$ cat src/rtl/clk_freq_meter.sv
// Gated edge counter that measures a slow asynchronous signal against the board clock.
// Define CLK_FREQ_METER_AUTORESTART_EN for back-to-back windows; default is single-shot.
module clk_freq_meter #(
  parameter int IN_FREQ     = 1_000_000,
  parameter int GATE_CYCLES = IN_FREQ,
  parameter int COUNT_W     = 16
) (
  input  logic               clk,
  input  logic               rst_n,
  input  logic               sig_in,
  input  logic               run,
  output logic [COUNT_W-1:0] freq_count,
  output logic               freq_valid,
  output logic               overflow,
  output logic               busy
);

  localparam int GW = (GATE_CYCLES > 1) ? $clog2(GATE_CYCLES) : 1;
  localparam logic [GW-1:0] GATE_LAST = GW'(GATE_CYCLES - 1);
  localparam logic [COUNT_W-1:0] CNT_MAX = '1;

  typedef enum logic [1:0] {
    IDLE = 2'd0,
    GATE = 2'd1,
    HOLD = 2'd2
  } state_t;

  state_t             state_q, state_d;
  logic [2:0]         sync_q, sync_d;
  logic               run_q, run_d;
  logic [GW-1:0]      gate_cnt_q, gate_cnt_d;
  logic [COUNT_W-1:0] edge_cnt_q, edge_cnt_d;
  logic               sat_q, sat_d;
  logic [COUNT_W-1:0] freq_count_q, freq_count_d;
  logic               freq_valid_q, freq_valid_d;
  logic               overflow_q, overflow_d;

  logic               edge_pulse;
  logic               run_rise;
  logic [COUNT_W-1:0] edge_next;
  logic               sat_next;

  // sync_q[1:0] is the two-flop synchronizer, sync_q[2] the edge-detect delay.
  assign sync_d     = {sync_q[1:0], sig_in};
  assign run_d      = run;
  assign edge_pulse = sync_q[1] & ~sync_q[2];
  assign run_rise   = run & ~run_q;

  always_comb begin
    edge_next = edge_cnt_q;
    sat_next  = sat_q;
    if (edge_pulse) begin
      if (edge_cnt_q == CNT_MAX) begin
        sat_next = 1'b1;
      end else begin
        edge_next = edge_cnt_q + 1'b1;
      end
    end
  end

  always_comb begin
    state_d      = state_q;
    gate_cnt_d   = gate_cnt_q;
    edge_cnt_d   = edge_cnt_q;
    sat_d        = sat_q;
    freq_count_d = freq_count_q;
    freq_valid_d = 1'b0;
    overflow_d   = overflow_q;

    case (state_q)
      IDLE: begin
        gate_cnt_d = '0;
        edge_cnt_d = '0;
        sat_d      = 1'b0;
        if (run_rise) begin
          state_d = GATE;
        end
      end

      GATE: begin
        // Abort takes priority over completing the final gate cycle.
        if (!run) begin
          state_d    = IDLE;
          gate_cnt_d = '0;
          edge_cnt_d = '0;
          sat_d      = 1'b0;
        end else if (gate_cnt_q == GATE_LAST) begin
          freq_count_d = edge_next;
          overflow_d   = sat_next;
          freq_valid_d = 1'b1;
          gate_cnt_d   = '0;
          edge_cnt_d   = '0;
          sat_d        = 1'b0;
`ifdef CLK_FREQ_METER_AUTORESTART_EN
          state_d      = GATE;
`else
          state_d      = HOLD;
`endif
        end else begin
          gate_cnt_d = gate_cnt_q + 1'b1;
          edge_cnt_d = edge_next;
          sat_d      = sat_next;
        end
      end

      HOLD: begin
        if (!run) begin
          state_d = IDLE;
        end
      end

      default: begin
        state_d = IDLE;
      end
    endcase
  end

  always_ff @(posedge clk or negedge rst_n) begin
    if (!rst_n) begin
      state_q      <= IDLE;
      sync_q       <= '0;
      run_q        <= 1'b0;
      gate_cnt_q   <= '0;
      edge_cnt_q   <= '0;
      sat_q        <= 1'b0;
      freq_count_q <= '0;
      freq_valid_q <= 1'b0;
      overflow_q   <= 1'b0;
    end else begin
      state_q      <= state_d;
      sync_q       <= sync_d;
      run_q        <= run_d;
      gate_cnt_q   <= gate_cnt_d;
      edge_cnt_q   <= edge_cnt_d;
      sat_q        <= sat_d;
      freq_count_q <= freq_count_d;
      freq_valid_q <= freq_valid_d;
      overflow_q   <= overflow_d;
    end
  end

  assign freq_count = freq_count_q;
  assign freq_valid = freq_valid_q;
  assign overflow   = overflow_q;
  assign busy       = (state_q == GATE);

endmodule

$ cat config.mk
export PLATFORM = sky130hd
export DESIGN_NAME = clk_freq_meter
export DESIGN_NICKNAME = d
export VERILOG_FILES = /design/src/rtl/clk_freq_meter.sv
export SDC_FILE = /design/constraint.sdc
export NUM_CORES = 1
export LEC_CHECK = 0
export CAP_MARGIN = 20
export CELL_PAD_IN_SITES_DETAIL_PLACEMENT = 0
export CELL_PAD_IN_SITES_GLOBAL_PLACEMENT = 1
export CORE_ASPECT_RATIO = 0.9
export CORE_UTILIZATION = 45
export CTS_CLUSTER_SIZE = 24
export DETAILED_ROUTE_END_ITERATION = 10
export PLACE_DENSITY_LB_ADDON = 0.15
export REMOVE_ABC_BUFFERS = 1
export SLEW_MARGIN = 15
export SYNTH_ARGS = -nofsm -noshare
export SYNTH_HDL_FRONTEND = slang
export SYNTH_SLANG_ARGS = --single-unit
$ cat constraint.sdc
create_clock -name clk -period 4 [get_ports clk]
set_clock_uncertainty 0.2 [all_clocks]
set_input_delay 0.4 -clock clk [delete_from_list [all_inputs] [get_ports clk]]
set_output_delay 0.4 -clock clk [all_outputs]
set_load 0.02 [all_outputs]
==> results of run 1 <==
repair_timing:
action / 4_1_cts / 5_1_grt
hold buffers: 0 / 1
endpoints found under the hold margin: 0 / 46
setup buffers: 0 / 0
logic make-up (layout without fill, tap and decap cells):
logic type | after synthesis | after routing
buf+inv | 30 | 53
mux | 2 | 2
fa+ha+maj | 2 | 2
flops | 61 | 61
compound gates | 99 | 99
simple gates | 130 | 130
xor+xnor | 15 | 15
power by group through the flow:
stage | Sequential, mW | Clock [mW] | Combinational, mW
6_report | 0.639 | 0.538 | 0.126
5_1_grt | 0.641 | 0.571 | 0.141
4_1_cts | 0.639 | 0.558 | 0.127
3_5_place_dp | 0.650 | 0 | 0.127
3_3_place_gp | 0.650 | 0 | 0.125
2_1_floorplan | 0.653 | 0 | 0.0706
layer usage:
metal  GRT usage  vias up
met1       0.277     1215
met2       0.318       49
li1            -     1276
met3      0.0417        6
met5           0        -
met4      0.0726        0
path summary, 6_finish.rpt:
kind | startpoint | cells after the start | to
setup reg to reg | gate_cnt_q[0] | 6 | edge_cnt_q[1]
hold reg to reg | sync_q[0] | 0 | sync_q[1]
hold / removal | sync_q[0] | 0 | sync_q[1]
setup / recovery | gate_cnt_q[0] | 6 | edge_cnt_q[1]
min in group asynchronous | rst_n | 2 | freq_count[4]
max in group asynchronous | rst_n | 3 | freq_count[12]
worst max-delay path: cells and delay by family (launching register included):
kind / cells / cell delay, ns
compound gates: 3 / 0.93
simple gates: 2 / 0.62
flops: 1 / 0.38
fa+ha+maj: 1 / 0.24
area by class of cell:
| type | count | area, um2 |
|---|---|---|
| fillers | 617 | 3060 |
| flip-flops and latches | 61 | 1530 |
| multi-input cells | 248 | 1500 |
| repair buffers | 27 | 258 |
| clock buffers | 11 | 141 |
| well taps | 90 | 113 |
| clock inverters | 5 | 50.0 |
| inverters | 10 | 37.5 |
state kept, by name (all words and copies together) (netlist names):
name	cells
edge_cnt_q	16
freq_count	16
overflow	1
sat_q	1
sync_q	3
freq_valid	1
run_q	1
state_q	2
gate_cnt_q	20
layout by cell type (no fill, tap or decap), types with 2 or more instances in the layout:
master           count
nand4_1             11
o21a_1               2
nand3_1             16
and3_1               6
ha_1                 2
a32o_1               2
clkdlybuf4s50_1     21
nor2b_1              3
nor2_1              23
or3_1                3
nor4_1               2
o2111ai_1            2
xor2_1               7
buf_4                5
inv_1                9
clkinv_2             4
a21o_1               3
nand2b_1             3
xnor2_1              8
nand2_1             43
dfrtp_1             61
a2bb2oi_1            3
and2_1               2
nand3b_1             2
and4_1               6
nor4_4               2
a31oi_1             24
nor3_1               2
o21ai_0             28
clkbuf_8            10
a21oi_1             21
a22o_1               2
metrics by stage:
stage,worst slack [ns],instances,utilization
finish,1.52,452,0.542
global route,1.38,452,0.542
CTS,1.52,451,0.541
detailed placement,1.53,435,0.512
global placement,1.59,435,0.512
floorplan,1.13,319,-
==> run_results.csv, run 1 <==
group,metric,value,unit
yosys,synth-compound-area-share,0.197,
setup_path,path_class,"register to register",
clock_network,cts_resized,0,
yosys,synth_seq_area_share,0.484,
yosys,yosys.area_share.simple,0.221,
die,coreArea,6690,um2
setup_path,crit_chain,"ha_1, nand3_2, nor4_2, a21o_1, o21ai_0, a32o_1",
job,maxCapViolCount,0,
global_route,grt_pass1_wl,11500,um
detailed_routing,wirelength,6770,um
power,switching_share,0.258,
place,hpwlAfterDp,4260,um
detailed_routing,wl_met1,3500,um
yosys,netlist.area_leader.share,0.484,
setup_path,crit_path_max_incr_delay,0.53,ns
timing,max_slew_margin,0.375,
global_route,grt_max_degree,55,
die,die_h,81.4,um
global_route,grt_pass1_vias,2360,
clock_network,clkSinkCount,61,
timing,period_share,0.619,
power,combPwrFrac,0.097,
timing,timing.fmax,0.404,GHz
detailed_routing,ant_nets,0,
die,chipWidth,90.3,um
die,rows,28,
yosys,synth.largest_area_cell,"dfrtp_1",
timing,rsz0062_at_grt,"false",
yosys,syn_area_per_cell,9.31,um2
yosys,yosys_warnings,0,
timing,report.final.setup_viol,0,
run_status,outcome,"completed",
detailed_routing,drtPass1Iterations,4,
yosys,yosysMostFrequentCell,"dfrtp_1",
setup_path,rrSetupSlack,1.52,ns
power,power.leakage,1.49,nW
setup_path,endpoint_kind,"register",
yosys,syn_area,3160,um2
yosys,muxShareOfSynthArea,0.00674,
detailed_routing,wl_met2,2940,um
clock_network,cts_buffers,9,
detailed_routing,first_iter_violations,124,
detailed_routing,topRoutingLayerUsed,"met4",
detailed_routing,vias,2546,
detailed_routing,met3WireLength,250,um
timing,tns,0,ns
detailed_routing,avgViaCountPerCell,5.63,
cells_and_area,synthToLayoutAreaGrowth,15.0,%
clock_network,tritoncts,"done",
setup_path,cp_max_fo,15,
detailed_routing,drc_errors,0,
place,io_buffers,22,
place,place_congestion,0.761,
power,seqPwrFrac,0.491,
timing,worst_slew_pin_slew,0.936,ns
yosys,synthCells,339,
yosys,ys.flop_type,"dfrtp_1",
place,placed_area,3430,um2
power,p_sw,0.336,mW
setup_path,start_kind,"register",
setup_path,critPathArrivalTime,2.50,ns
power,total_power,1.30,mW
die,start_util,0.472,
timing,hold_violations,0,
die,die_area,7350,um2
cells_and_area,antenna_cells,0,
timing,slew_viol_final,0,
yosys,synthTopCellsByArea,"dfrtp_1 (48%), nand2_1 (5.1%), a31oi_1 (4.8%)",
cells_and_area,stdcell_area,3630,um2
cells_and_area,finalNetCount,363,
setup_path,required,4.03,ns
power,ir_worst_vdd,0.000217,V
yosys,synth_top_family_by_area,"simple AND/OR/NAND/NOR gates",
global_route,grt_overflow,0,
clock_network,clk_pin_slew,0.07,ns
power,powerDensity,359,nW/um2
yosys,synth_cell_types,53,
die,num_io_pins,23,
yosys,ys_ff_latch,61,
yosys,synth-xor-area-share,0.0416,
cells_and_area,drive_above_1_share,0.0912,
global_route,antenna_found_initial,0,
yosys,synth_edf_count,0,
power,clkPwrFrac,0.413,
yosys,synthAdderAreaFrac,0.00793,
clock_network,clock_path_buffers,2,
clock_network,cts-root-buf,"clkbuf_8",
clock_network,clkLatencyLatePin,0.34,ns
worst_hold_path,hp-class,"register to register",
yosys,async_reset_ff_frac,1.00,
timing,hold_slack,0.157,ns
global_route,grt_usage,0.201,
timing,period_needed,2.48,ns
power,p_int,0.967,mW
setup_path,cp_slowest_cell,"a21o_1",
detailed_routing,wl_per_cell,15.0,um
clock_network,cts_max_level,3,
yosys,synth_common_cells,"dfrtp_1 (61), nand2_1 (43), o21ai_0 (28)",
Power figures use the tool's default switching activity.
==> inputs of run 2 (changes only) <==
CORE_UTILIZATION = 41   (was 45)
clock period = 2.21 ns   (was 4 ns; I/O delays follow)
==> run_results.csv, run 2 (same netlist as run 1, synthesis figures left out) <==
group,metric,value,unit
run_status,outcome,"completed",
cells_and_area,largest_register_ff_count,20,
power,p_sw,0.634,mW
power,switching_share,0.252,
timing,setup_ws,0.136,ns
clock_network,cts-root-buf,"clkbuf_8",
detailed_routing,wirelength,7200,um
timing,rsz0062_at_grt,"true",
timing,max_slew_margin,0.677,
clock_network,cts_max_level,3,
die,rows,29,
setup_path,crit_family,"simple AND/OR/NAND/NOR gates",
detailed_routing,wl_per_cell,15.0,um
clock_network,clkSinkCount,61,
power,clkPwrFrac,0.425,
place,hpwlAfterDp,5010,um
cells_and_area,fin_util,0.535,
setup_path,rrSetupSlack,0.14,ns
detailed_routing,first_iter_violations,160,
timing,worst_slew_pin_slew,0.484,ns
die,die_area,8050,um2
power,seqPwrFrac,0.457,
setup_path,endpoint_kind,"register",
global_route,grt_usage,0.197,
global_route,grt_pass1_wl,12200,um
worst_hold_path,hold_depth,1,
die,num_io_pins,23,
cells_and_area,synthToLayoutAreaGrowth,23.1,%
clock_network,tritoncts,"done",
setup_path,crit_path_max_incr_delay,0.40,ns
die,start_util,0.435,
global_route,grt_max_degree,31,
detailed_routing,avgViaCountPerCell,5.52,
detailed_routing,vias,2649,
timing,report.final.setup_viol,0,
timing,slew_viol_final,0,
setup_path,path_class,"register to register",
setup_path,crit_chain,"ha_1, and4_1, o2111ai_1, nor2_1, xnor2_1, o21ai_0",
die,chipWidth,94.5,um
power,combPwrFrac,0.118,
setup_path,start_kind,"register",
power,powerDensity,648,nW/um2
setup_path,cp_max_fo,5,
place,io_buffers,22,
worst_hold_path,hp-start,"sig_in",
clock_network,cts_buffers,9,
clock_network,clk_pin_slew,0.07,ns
timing,timing.fmax,0.482,GHz
detailed_routing,ant_nets,0,
global_route,antenna_found_initial,0,
setup_path,reg2reg_to,"freq_count[10]",
cells_and_area,final_common_cell,"dfrtp_1",
timing,hold_violations,0,
setup_path,cp_slowest_cell,"dfrtp_1",
setup_path,critPathArrivalTime,2.10,ns
timing,period_share,0.939,
setup_path,cp_num_cells,6,
cells_and_area,layout_common_cells,"dfrtp_1 (61), nand2_1 (43), o21ai_0 (28)",
power,p_int,1.88,mW
place,place_congestion,0.819,
clock_network,clkLatencyLatePin,0.34,ns
detailed_routing,drtPass1Iterations,4,
die,die_h,85.2,um
cells_and_area,drive_above_1_share,0.150,
setup_path,required,2.23,ns
global_route,grt_overflow,0,
cells_and_area,final_cells,480,
clock_network,clock_path_buffers,2,
cells_and_area,finalNetCount,388,
setup_path,reg2regPathDepth,6,
place,place_inst,459,
cells_and_area,antenna_cells,0,
global_route,grt_pass1_vias,2462,
place,dp_slack,0.0399,ns
worst_hold_path,hp-class,"input pin to register",
job,maxCapViolCount,0,
worst_hold_path,hold_path_end,"sync_q[0]",
die,coreArea,7260,um2
timing,period_needed,2.07,ns
power,total_power,2.52,mW
detailed_routing,drc_errors,0,
cells_and_area,largest-register,"gate_cnt_q",
setup_path,r2r-start,"edge_cnt_q[1]",
power,power.leakage,1.65,nW
timing,hold_slack,0.117,ns
setup_path,cp_num_buf_inv,0,
power,ir_worst_vdd,0.000360,V
run 2: cell types whose count changed in the layout (fill, tap and decap cells not counted), sizes merged:
cell	delta
buf	+25
clkinv	-1
bufinv	+1
run 2: worst max path at each step:
stage | startpoint | endpoint | slack, ns
after CTS | edge_cnt_q[1] | freq_count[6] | 0.02
after detailed placement | edge_cnt_q[1] | freq_count[6] | 0.04
after global placement | edge_cnt_q[1] | freq_count[6] | 0.10
after global routing | edge_cnt_q[1] | freq_count[3] | -0.03
after floorplan | state_q[1] | edge_cnt_q[10] | -0.66
final | edge_cnt_q[1] | freq_count[10] | 0.14
run 2: repair_timing:
action / 4_1_cts / 5_1_grt
endpoints found under the hold margin: 17 / 0
gates resized for setup: 0 / 4
setup buffers: 0 / 4
setup endpoints to repair: 0 / 40
hold buffers: 1 / 0
run 2: cell type report:
cell class / count / area (um2)
timing repair buffer: 52 / 472
clock inverter: 5 / 75.1
clock buffer: 11 / 131
inverter: 10 / 37.5
sequential: 61 / 1530
fill: 670 / 3370
multi-input combinational: 248 / 1530
tap: 93 / 116
run 2: power groups by stage:
| stage | registers (mW) | clock network [mW] | logic [mW] |
|---|---|---|---|
| after floorplan | 1.18 | 0 | 0.128 |
| after global placement | 1.17 | 0 | 0.288 |
| after detailed placement | 1.17 | 0 | 0.292 |
| after CTS | 1.15 | 1.10 | 0.294 |
| after global routing | 1.15 | 1.15 | 0.330 |
| final | 1.15 | 1.07 | 0.298 |
run 2: metrics by stage:
step	setup TNS (ns)	area, um2
after global routing	-0.0499	3880
after floorplan	-23.04	3060
after detailed placement	0	3610
final	0	3880
after global placement	0	3610
after CTS	0	3830
run 2: per-layer routing:
| layer | track usage | wire (um) | vias up |
|---|---|---|---|
| met4 | 0.0702 | 84 | 0 |
| met2 | 0.278 | 3170 | 52 |
| li1 | - | - | 1327 |
| met1 | 0.290 | 3690 | 1261 |
| met5 | 0 | 0 | - |
| met3 | 0.0484 | 256 | 9 |
